`src/rtl/seq_shift_if.sv`:
```
// Start/done handshake between the control unit and the multi-cycle shift unit.
// The master issues operations; the slave (shift unit) reports busy/done/result.
interface seq_shift_if #(
    parameter int unsigned WIDTH = 32,
    parameter int unsigned SHW   = 5
);
    logic             start;
    logic [1:0]       op;
    logic [WIDTH-1:0] in_data;
    logic [SHW-1:0]   shamt;
    logic             busy;
    logic             done;
    logic [WIDTH-1:0] out_data;

    modport master (
        output start, op, in_data, shamt,
        input  busy, done, out_data
    );

    modport slave (
        input  start, op, in_data, shamt,
        output busy, done, out_data
    );
endinterface

```
`src/rtl/seq_shift_unit.sv`:
```
// Multi-cycle SLL/SRL/SRA/ROTR unit: advances at most two bit positions per cycle.
// Result is loaded on the edge entering DONE and held until the next accepted start.
module seq_shift_unit #(
    parameter int unsigned WIDTH = 32,
    parameter int unsigned SHW   = 5
) (
    input  logic        clk_i,
    input  logic        reset_i,
    seq_shift_if.slave  bus_io
);
    typedef enum logic [1:0] {StIdle, StShift, StDone} state_e;

    state_e           state_q, state_d;
    logic [WIDTH-1:0] work_q, work_d, out_q, out_d, stepped;
    logic [SHW-1:0]   rem_q, rem_d, step_k;
    logic [1:0]       op_q, op_d;
    logic             sign_q, sign_d;
    logic             accept, two_step, last_step;

    assign accept    = bus_io.start && (state_q == StIdle || state_q == StDone);
    assign two_step  = rem_q >= SHW'(2);
    assign last_step = rem_q <= SHW'(2);
    assign step_k    = two_step ? SHW'(2) : SHW'(1);

    // op encoding: 00 SLL, 01 SRL, 10 SRA (fill with latched sign), 11 ROTR
    always_comb begin
        stepped = work_q;
        unique case (op_q)
            2'b00: stepped = two_step ? {work_q[WIDTH-3:0], 2'b00}
                                      : {work_q[WIDTH-2:0], 1'b0};
            2'b01: stepped = two_step ? {2'b00, work_q[WIDTH-1:2]}
                                      : {1'b0, work_q[WIDTH-1:1]};
            2'b10: stepped = two_step ? {{2{sign_q}}, work_q[WIDTH-1:2]}
                                      : {sign_q, work_q[WIDTH-1:1]};
            2'b11: stepped = two_step ? {work_q[1:0], work_q[WIDTH-1:2]}
                                      : {work_q[0], work_q[WIDTH-1:1]};
        endcase
    end

    always_ff @(posedge clk_i or posedge reset_i) begin
        if (reset_i) begin
            state_q <= StIdle;
        end else begin
            state_q <= state_d;
        end
    end

    always_comb begin
        state_d = state_q;
        unique case (state_q)
            StIdle, StDone: begin
                if (bus_io.start) begin
                    state_d = (bus_io.shamt != '0) ? StShift : StDone;
                end else begin
                    state_d = StIdle;
                end
            end
            StShift: if (last_step) state_d = StDone;
            default: state_d = StIdle;
        endcase
    end

    always_comb begin
        work_d = work_q;
        rem_d  = rem_q;
        op_d   = op_q;
        sign_d = sign_q;
        out_d  = out_q;
        if (accept) begin
            work_d = bus_io.in_data;
            rem_d  = bus_io.shamt;
            op_d   = bus_io.op;
            sign_d = bus_io.in_data[WIDTH-1];
            if (bus_io.shamt == '0) out_d = bus_io.in_data;
        end else if (state_q == StShift) begin
            work_d = stepped;
            rem_d  = rem_q - step_k;
            if (last_step) out_d = stepped;
        end
    end

    always_ff @(posedge clk_i or posedge reset_i) begin
        if (reset_i) begin
            work_q <= '0;
            rem_q  <= '0;
            op_q   <= '0;
            sign_q <= 1'b0;
            out_q  <= '0;
        end else begin
            work_q <= work_d;
            rem_q  <= rem_d;
            op_q   <= op_d;
            sign_q <= sign_d;
            out_q  <= out_d;
        end
    end

    always_comb begin
        bus_io.busy     = (state_q == StShift);
        bus_io.done     = (state_q == StDone);
        bus_io.out_data = out_q;
    end
endmodule

```
`src/flat_wrapper.sv`:
```
// flat-port wrapper written by rule: the top's interface ports become plain ports
module seq_shift_unit_flat 
#(
    parameter int unsigned WIDTH = 32,
    parameter int unsigned SHW   = 5
)
  (clk_i, reset_i, bus_io_start, bus_io_op, bus_io_in_data, bus_io_shamt, bus_io_busy, bus_io_done, bus_io_out_data);
  seq_shift_if #(.WIDTH(WIDTH), .SHW(SHW)) bus_io_i ();
  input  logic clk_i;
  input  logic reset_i;
  input wire logic [$bits(bus_io_i.start)-1:0] bus_io_start;
  input wire logic [$bits(bus_io_i.op)-1:0] bus_io_op;
  input wire logic [$bits(bus_io_i.in_data)-1:0] bus_io_in_data;
  input wire logic [$bits(bus_io_i.shamt)-1:0] bus_io_shamt;
  output wire logic [$bits(bus_io_i.busy)-1:0] bus_io_busy;
  output wire logic [$bits(bus_io_i.done)-1:0] bus_io_done;
  output wire logic [$bits(bus_io_i.out_data)-1:0] bus_io_out_data;
  assign bus_io_i.start = bus_io_start;
  assign bus_io_i.op = bus_io_op;
  assign bus_io_i.in_data = bus_io_in_data;
  assign bus_io_i.shamt = bus_io_shamt;
  assign bus_io_busy = bus_io_i.busy;
  assign bus_io_done = bus_io_i.done;
  assign bus_io_out_data = bus_io_i.out_data;
  seq_shift_unit #(.WIDTH(WIDTH), .SHW(SHW)) u_core (.clk_i(clk_i), .reset_i(reset_i), .bus_io(bus_io_i));
endmodule
```
`config.mk`:
```
export PLATFORM = sky130hd
export DESIGN_NAME = seq_shift_unit_flat
export DESIGN_NICKNAME = d
export VERILOG_FILES = /design/src/rtl/seq_shift_if.sv /design/src/rtl/seq_shift_unit.sv /design/src/flat_wrapper.sv
export SDC_FILE = /design/constraint.sdc
export NUM_CORES = 1
export LEC_CHECK = 0
export ABC_AREA = 0
export CORE_UTILIZATION = 49
export DETAILED_ROUTE_END_ITERATION = 16
export GPL_ROUTABILITY_DRIVEN = 0
export PLACE_DENSITY = 0.77
export SYNTH_ARGS = -nofsm -noshare
export SYNTH_HDL_FRONTEND = slang
export SYNTH_SLANG_ARGS = --single-unit
```
`constraint.sdc`:
```
create_clock -name clk_i -period 2.35 [get_ports clk_i]
set_input_delay 0.47 -clock clk_i [delete_from_list [all_inputs] [get_ports clk_i]]
set_output_delay 0.47 -clock clk_i [all_outputs]
set_load 0.01 [all_outputs]
```
## Word-level counts from Yosys, hierarchy flattened

Index checks and enable logic that the tools add are counted.

- Add/subtract/negate cells: 1
- Magnitude comparators: 2
- Eq/ne operators: 7
- Mux-type cells: 18
- Reduce and logical (&&, ||, !) cells: 10

Operators by type and width:

| kind | count |
|---|---|
| $mux W32 | 8 |
| $pmux W32 S4 | 1 |
| $mux W31 | 2 |
| $mux W5 | 2 |
| $mux W2 | 4 |
| $eq A2 B2 Y1 const B | 3 |
| $ge A5 B2 Y1 const B | 1 |
| $le A5 B2 Y1 const B | 1 |
| $logic_not A5 Y1 | 1 |
| $reduce_bool A5 Y1 | 1 |
| $sub A5 B5 Y5 | 1 |
| $eq A2 B1 Y1 const B | 2 |
| $logic_not A2 Y1 | 2 |
| $pmux W2 S2 | 1 |
| $reduce_bool A2 Y1 | 2 |
| $reduce_and A3 Y1 | 1 |
| $ne A2 B1 Y1 const B | 1 |
| $ne A2 B2 Y1 const B | 1 |
| $reduce_or A2 Y1 | 1 |
| $logic_and A1 B1 Y1 | 1 |
| $logic_or A1 B1 Y1 | 1 |

- Flip-flop bits (word level): 74
- Output and inout bits: 34
- Word-level logic and storage cells: 44

## Logic depth before layout (Yosys ltp)

- Depth in word-level cells: 6
- Mapped depth: 8

## Worst setup path after synthesis

OpenSTA, ideal clock, no wires.

- Kind: register to register
- From: register u_core.rem_q[4]
- To: register u_core.rem_q[1]
- Setup time: 126 ps
- Arrival time: 1959 ps
- Slack: 265 ps
- Stages on the path, launching flop included: 7
- Path buffers: 1
- Clock period less this slack: 2085 ps
- Cell sequence: dfrtp_1 nor4_4 inv_2 buf_2 fa_1 nor2_1 a221o_1

- Cells in the longest elaborated chain, start to end: 5

RTL lines:

| item | RTL line | RTL |
|---|---|---|
| start: declaration | seq_shift_unit.sv:15 | `logic [SHW-1:0] rem_q, rem_d, step_k;` |
| start signal: assignment | seq_shift_unit.sv:91 | `rem_q <= rem_d;` |
| $ge A5 B2 Y1 | seq_shift_unit.sv:21 | `assign two_step = rem_q >= SHW'(2);` |
| $mux W2 | seq_shift_unit.sv:23 | `assign step_k = two_step ? SHW'(2) : SHW'(1);` |
| $sub A5 B5 Y5 | seq_shift_unit.sv:77 | `rem_d = rem_q - step_k;` |
| $mux W5 | seq_shift_unit.sv:75 | `end else if (state_q == StShift) begin` |
| $mux W5 | seq_shift_unit.sv:69 | `if (accept) begin` |

No other way between the ends. The select of a mux whose other input is x is not followed.
A chain may end at the register's enable or synchronous reset.

## Worst setup path after layout

- From: register u_core.rem_q[4]
- To: register u_core.out_q[2] (netlist: u_core.bus_io.out_data[2])

- Cells in the longest elaborated chain, start to end: 6
- Elaborated cells between the ends (all ways): 12
- Classes of those cells: order compare: 2; mux: 8; reduce/logical: 2

RTL lines:

| item | RTL line | RTL |
|---|---|---|
| $ge A5 B2 Y1 | seq_shift_unit.sv:21 |  |
| $mux W32, or another cell as far along | seq_shift_unit.sv:35 | `2'b11: stepped = two_step ? {work_q[1:0], work_q[WIDTH-1:2]}` |
| $pmux W32 S4 | seq_shift_unit.sv:28 | `unique case (op_q)` |
| $mux W32 | seq_shift_unit.sv:78 | `if (last_step) out_d = stepped;` |
| $mux W32 | seq_shift_unit.sv:75 |  |
| $mux W32 | seq_shift_unit.sv:69 |  |
| end signal: assignment | seq_shift_unit.sv:94 | `out_q <= out_d;` |
| end: declaration | seq_shift_unit.sv:14 | `logic [WIDTH-1:0] work_q, work_d, out_q, out_d, stepped;` |

Parallel ways exist; a longest one is shown, timed or not. The select of a mux whose other input is x is not followed.

==> metrics.cfg <==
[final_layout]
fin_cells=638
syn2layout_area_growth_pct=23.32
fin_area_sq_mm=0.005570
layout_common_cells=75 x clkdlybuf4s50_1, 74 x dfrtp_1, 56 x a31oi_1
finish.utilization_pct=63.26
final_common_cell=clkdlybuf4s50_1
multi_input_area_sq_mm=0.002415
nets=570
seqCellArea_sq_mm=0.001852
antenna_cells=0
fillCellCount=717
drive_gt1_share_pct=12.26

[worst_setup_path]
path_buf_inv=2
cp.arrival_ns=2.34
slowest_stage=dfrtp_1
crit_fanout=33
critPathRequiredTime_ns=2.60
path_cells=nor4_4, inv_2, buf_4, o311ai_0, a31oi_1, mux2_4
critPathMaxStageDelay_ns=0.49
cp_top_family=flip-flops
endpoint_kind=flop
start_kind=flop
worst-setup-path-type=flop to flop

[drt]
drtIter0Drc=310
drt_wl_total_um=11570
vias=4076
drcViolationCount=6
via_per_inst=6.389
post_drt_wl_per_cell_um=18.14
drtAntennaViolNets=0
dr.pass1.iters=10

[sta]
fin_skew_ns=0.01288
maxSlewHeadroom_pct=61.75
post-route-period-util_pct=88.82
finalCriticalPeriod_ns=2.087
tightest_slew_ns=0.5737
slew_viol_final=0
final-hold-violation-count=0
finalSetupViolCount=0
rsz0062_at_grt=false
fmax_ghz=0.4791

[cts]
clock-sinks=74
numCtsBuffers=9
cts_tree=built
cts.path.max_buffers=2
insertion_delay_ns=0.36
post-cts-setup-buffers=0
cts_root_buffer=clkbuf_8
cts.clk_slew.worst_paths_ns=0.08
h-tree-depth=3
ctsResizeCount=0
cts_hold_buf=0

[global_route]
grt_overflow_total=0
track_usage_pct=25.41
grt_max_degree=95
grt_pass1_vias=3963
antenna_found_initial=0
grt_pass1_wl_um=19640

[place]
portBuffers=75
placed_area_sq_mm=0.005336
dpl.hpwl_um=7311
dp_cells=622

[yosys]
yosysSeqAreaShare_pct=41.00
async_flop_share_pct=100.0
synth-edff-count=0
synth.avg_cell_area_sq_um=9.570
synth_warnings=0
postSynthRegisterBits=74
synth_ff_type=dfrtp_1
synth_cells=472
syn_nets=517
synth_cell_type_count=47
syn_area_sq_mm=0.004517

[outcome]
status=complete, but fails checks
violations=design-rule violations

[flow_run]
maxCapViolCount=0

[floorplan]
initial_utilization_pct=51.29
fp.dieH_um=98.01
dieWidth_um=98.01
dieArea_sq_mm=0.009606
core_sq_mm=0.008806
io_pins=76
rows=34

[min_path]
hp-class=flop to flop

[pwr]
peakVddDrop_uv=782.4
p_leak_nw=2.312
powerDensity_mw_per_mm2=1616

==> cell usage after synthesis (2+ instances only) <==
cell type  number  area (sq um)
nand3_1         4         20.02
a21oi_1         4         20.02
mux2_4         20         300.3
ha_1            2         25.02
buf_2           8         40.04
o21bai_1        2         15.01
a211oi_1        4         30.03
inv_2           2         7.510
a32oi_1         2         17.52
or3b_2          2         17.52
or3_1          28         175.2
nor3_1          4         20.02
dfrtp_1        74          1852
mux2_1          6         67.56
inv_1           8         30.03
a221o_1         2         20.02
o31ai_1         3         22.52
nor2_1         36         135.1
nor2b_1         2         12.51
o21ai_0        37         185.2
clkbuf_1       30         112.6
nand2b_1        3         18.77
buf_1           3         11.26
o211ai_1       55         412.9
mux2_2          4         45.04
nand2_1        17         63.81
a31oi_1        56         350.3
buf_6           5         56.30
a21o_1         28         210.2
mux2i_1         4         40.04
==> state kept, by name (all words and copies together) (netlist names) <==
| name | count |
|---|---|
| u_core.rem_q | 5 |
| u_core.bus_io.out_data | 32 |
| u_core.op_q | 2 |
| u_core.state_q | 2 |
| u_core.sign_q | 1 |
| u_core.work_q | 32 |
==> worst paths after layout <==
path                                              end  depth (start not counted)  slack (ns)                  startpoint
setup / recovery            u_core.bus_io.out_data[2]                          6        0.26             u_core.rem_q[4]
hold / removal             u_core.bus_io.out_data[20]                          1        0.49  u_core.bus_io.out_data[20]
setup reg to reg            u_core.bus_io.out_data[2]                          6        0.26             u_core.rem_q[4]
hold reg to reg            u_core.bus_io.out_data[20]                          1        0.49  u_core.bus_io.out_data[20]
max in group asynchronous           u_core.work_q[18]                          3        1.46                     reset_i
min in group asynchronous             u_core.rem_q[3]                          3        0.56                     reset_i
==> per-stage QoR <==
stage	TNS, ns	worst slack (ns)	power [W]	hold slack, ns
CTS	0	0.2817	0.009001	0.5010
finish	0	0.2628	0.009003	0.4946
detailed placement	-0.1807	-0.03640	0.007750	0.4829
global route	0	0.1628	0.009672	0.5262
floorplan	0	0.2653	0.006223	0.4683
global placement	0	0.02808	0.007554	0.4776
==> metal layers <==
metal  vias to the layer above  GRT usage, %  share of wire (%)
li1                       1910             -                  -
met3                        14         3.794                5.5
met2                       165         40.95                 49
met1                      1987         34.53                 44
met5                         -             0                  0
met4                         0         9.907                1.5
==> kinds of logic after synthesis <==
family	synth area share, %
AOI/OAI and AO/OA	30.08
muxes	10.03
and+or+nand+nor	11.88
buffers and inverters	5.817
DFF	41.00
adders and majority gates	0.9972
xor gates and xnor gates	0.1939
==> area by class of cell <==
cell class,instances,area share (%)
multi-input cells,341,43.35
repair buffers,89,16.04
inverters,10,0.7412
well taps,108,2.426
flip-flops and latches,74,33.24
clock buffers,11,2.358
clock inverters,5,1.842
==> report_power, final <==
group | total (W) | switching [W] | internal, W
sequential | 0.00258 | 0.000632 | 0.00195
combinational | 0.00523 | 0.00267 | 0.00255
clock | 0.00120 | 0.000491 | 0.000705
total | 0.00900 | 0.00380 | 0.00521
No activity file was read; power rests on OpenSTA's default activity.
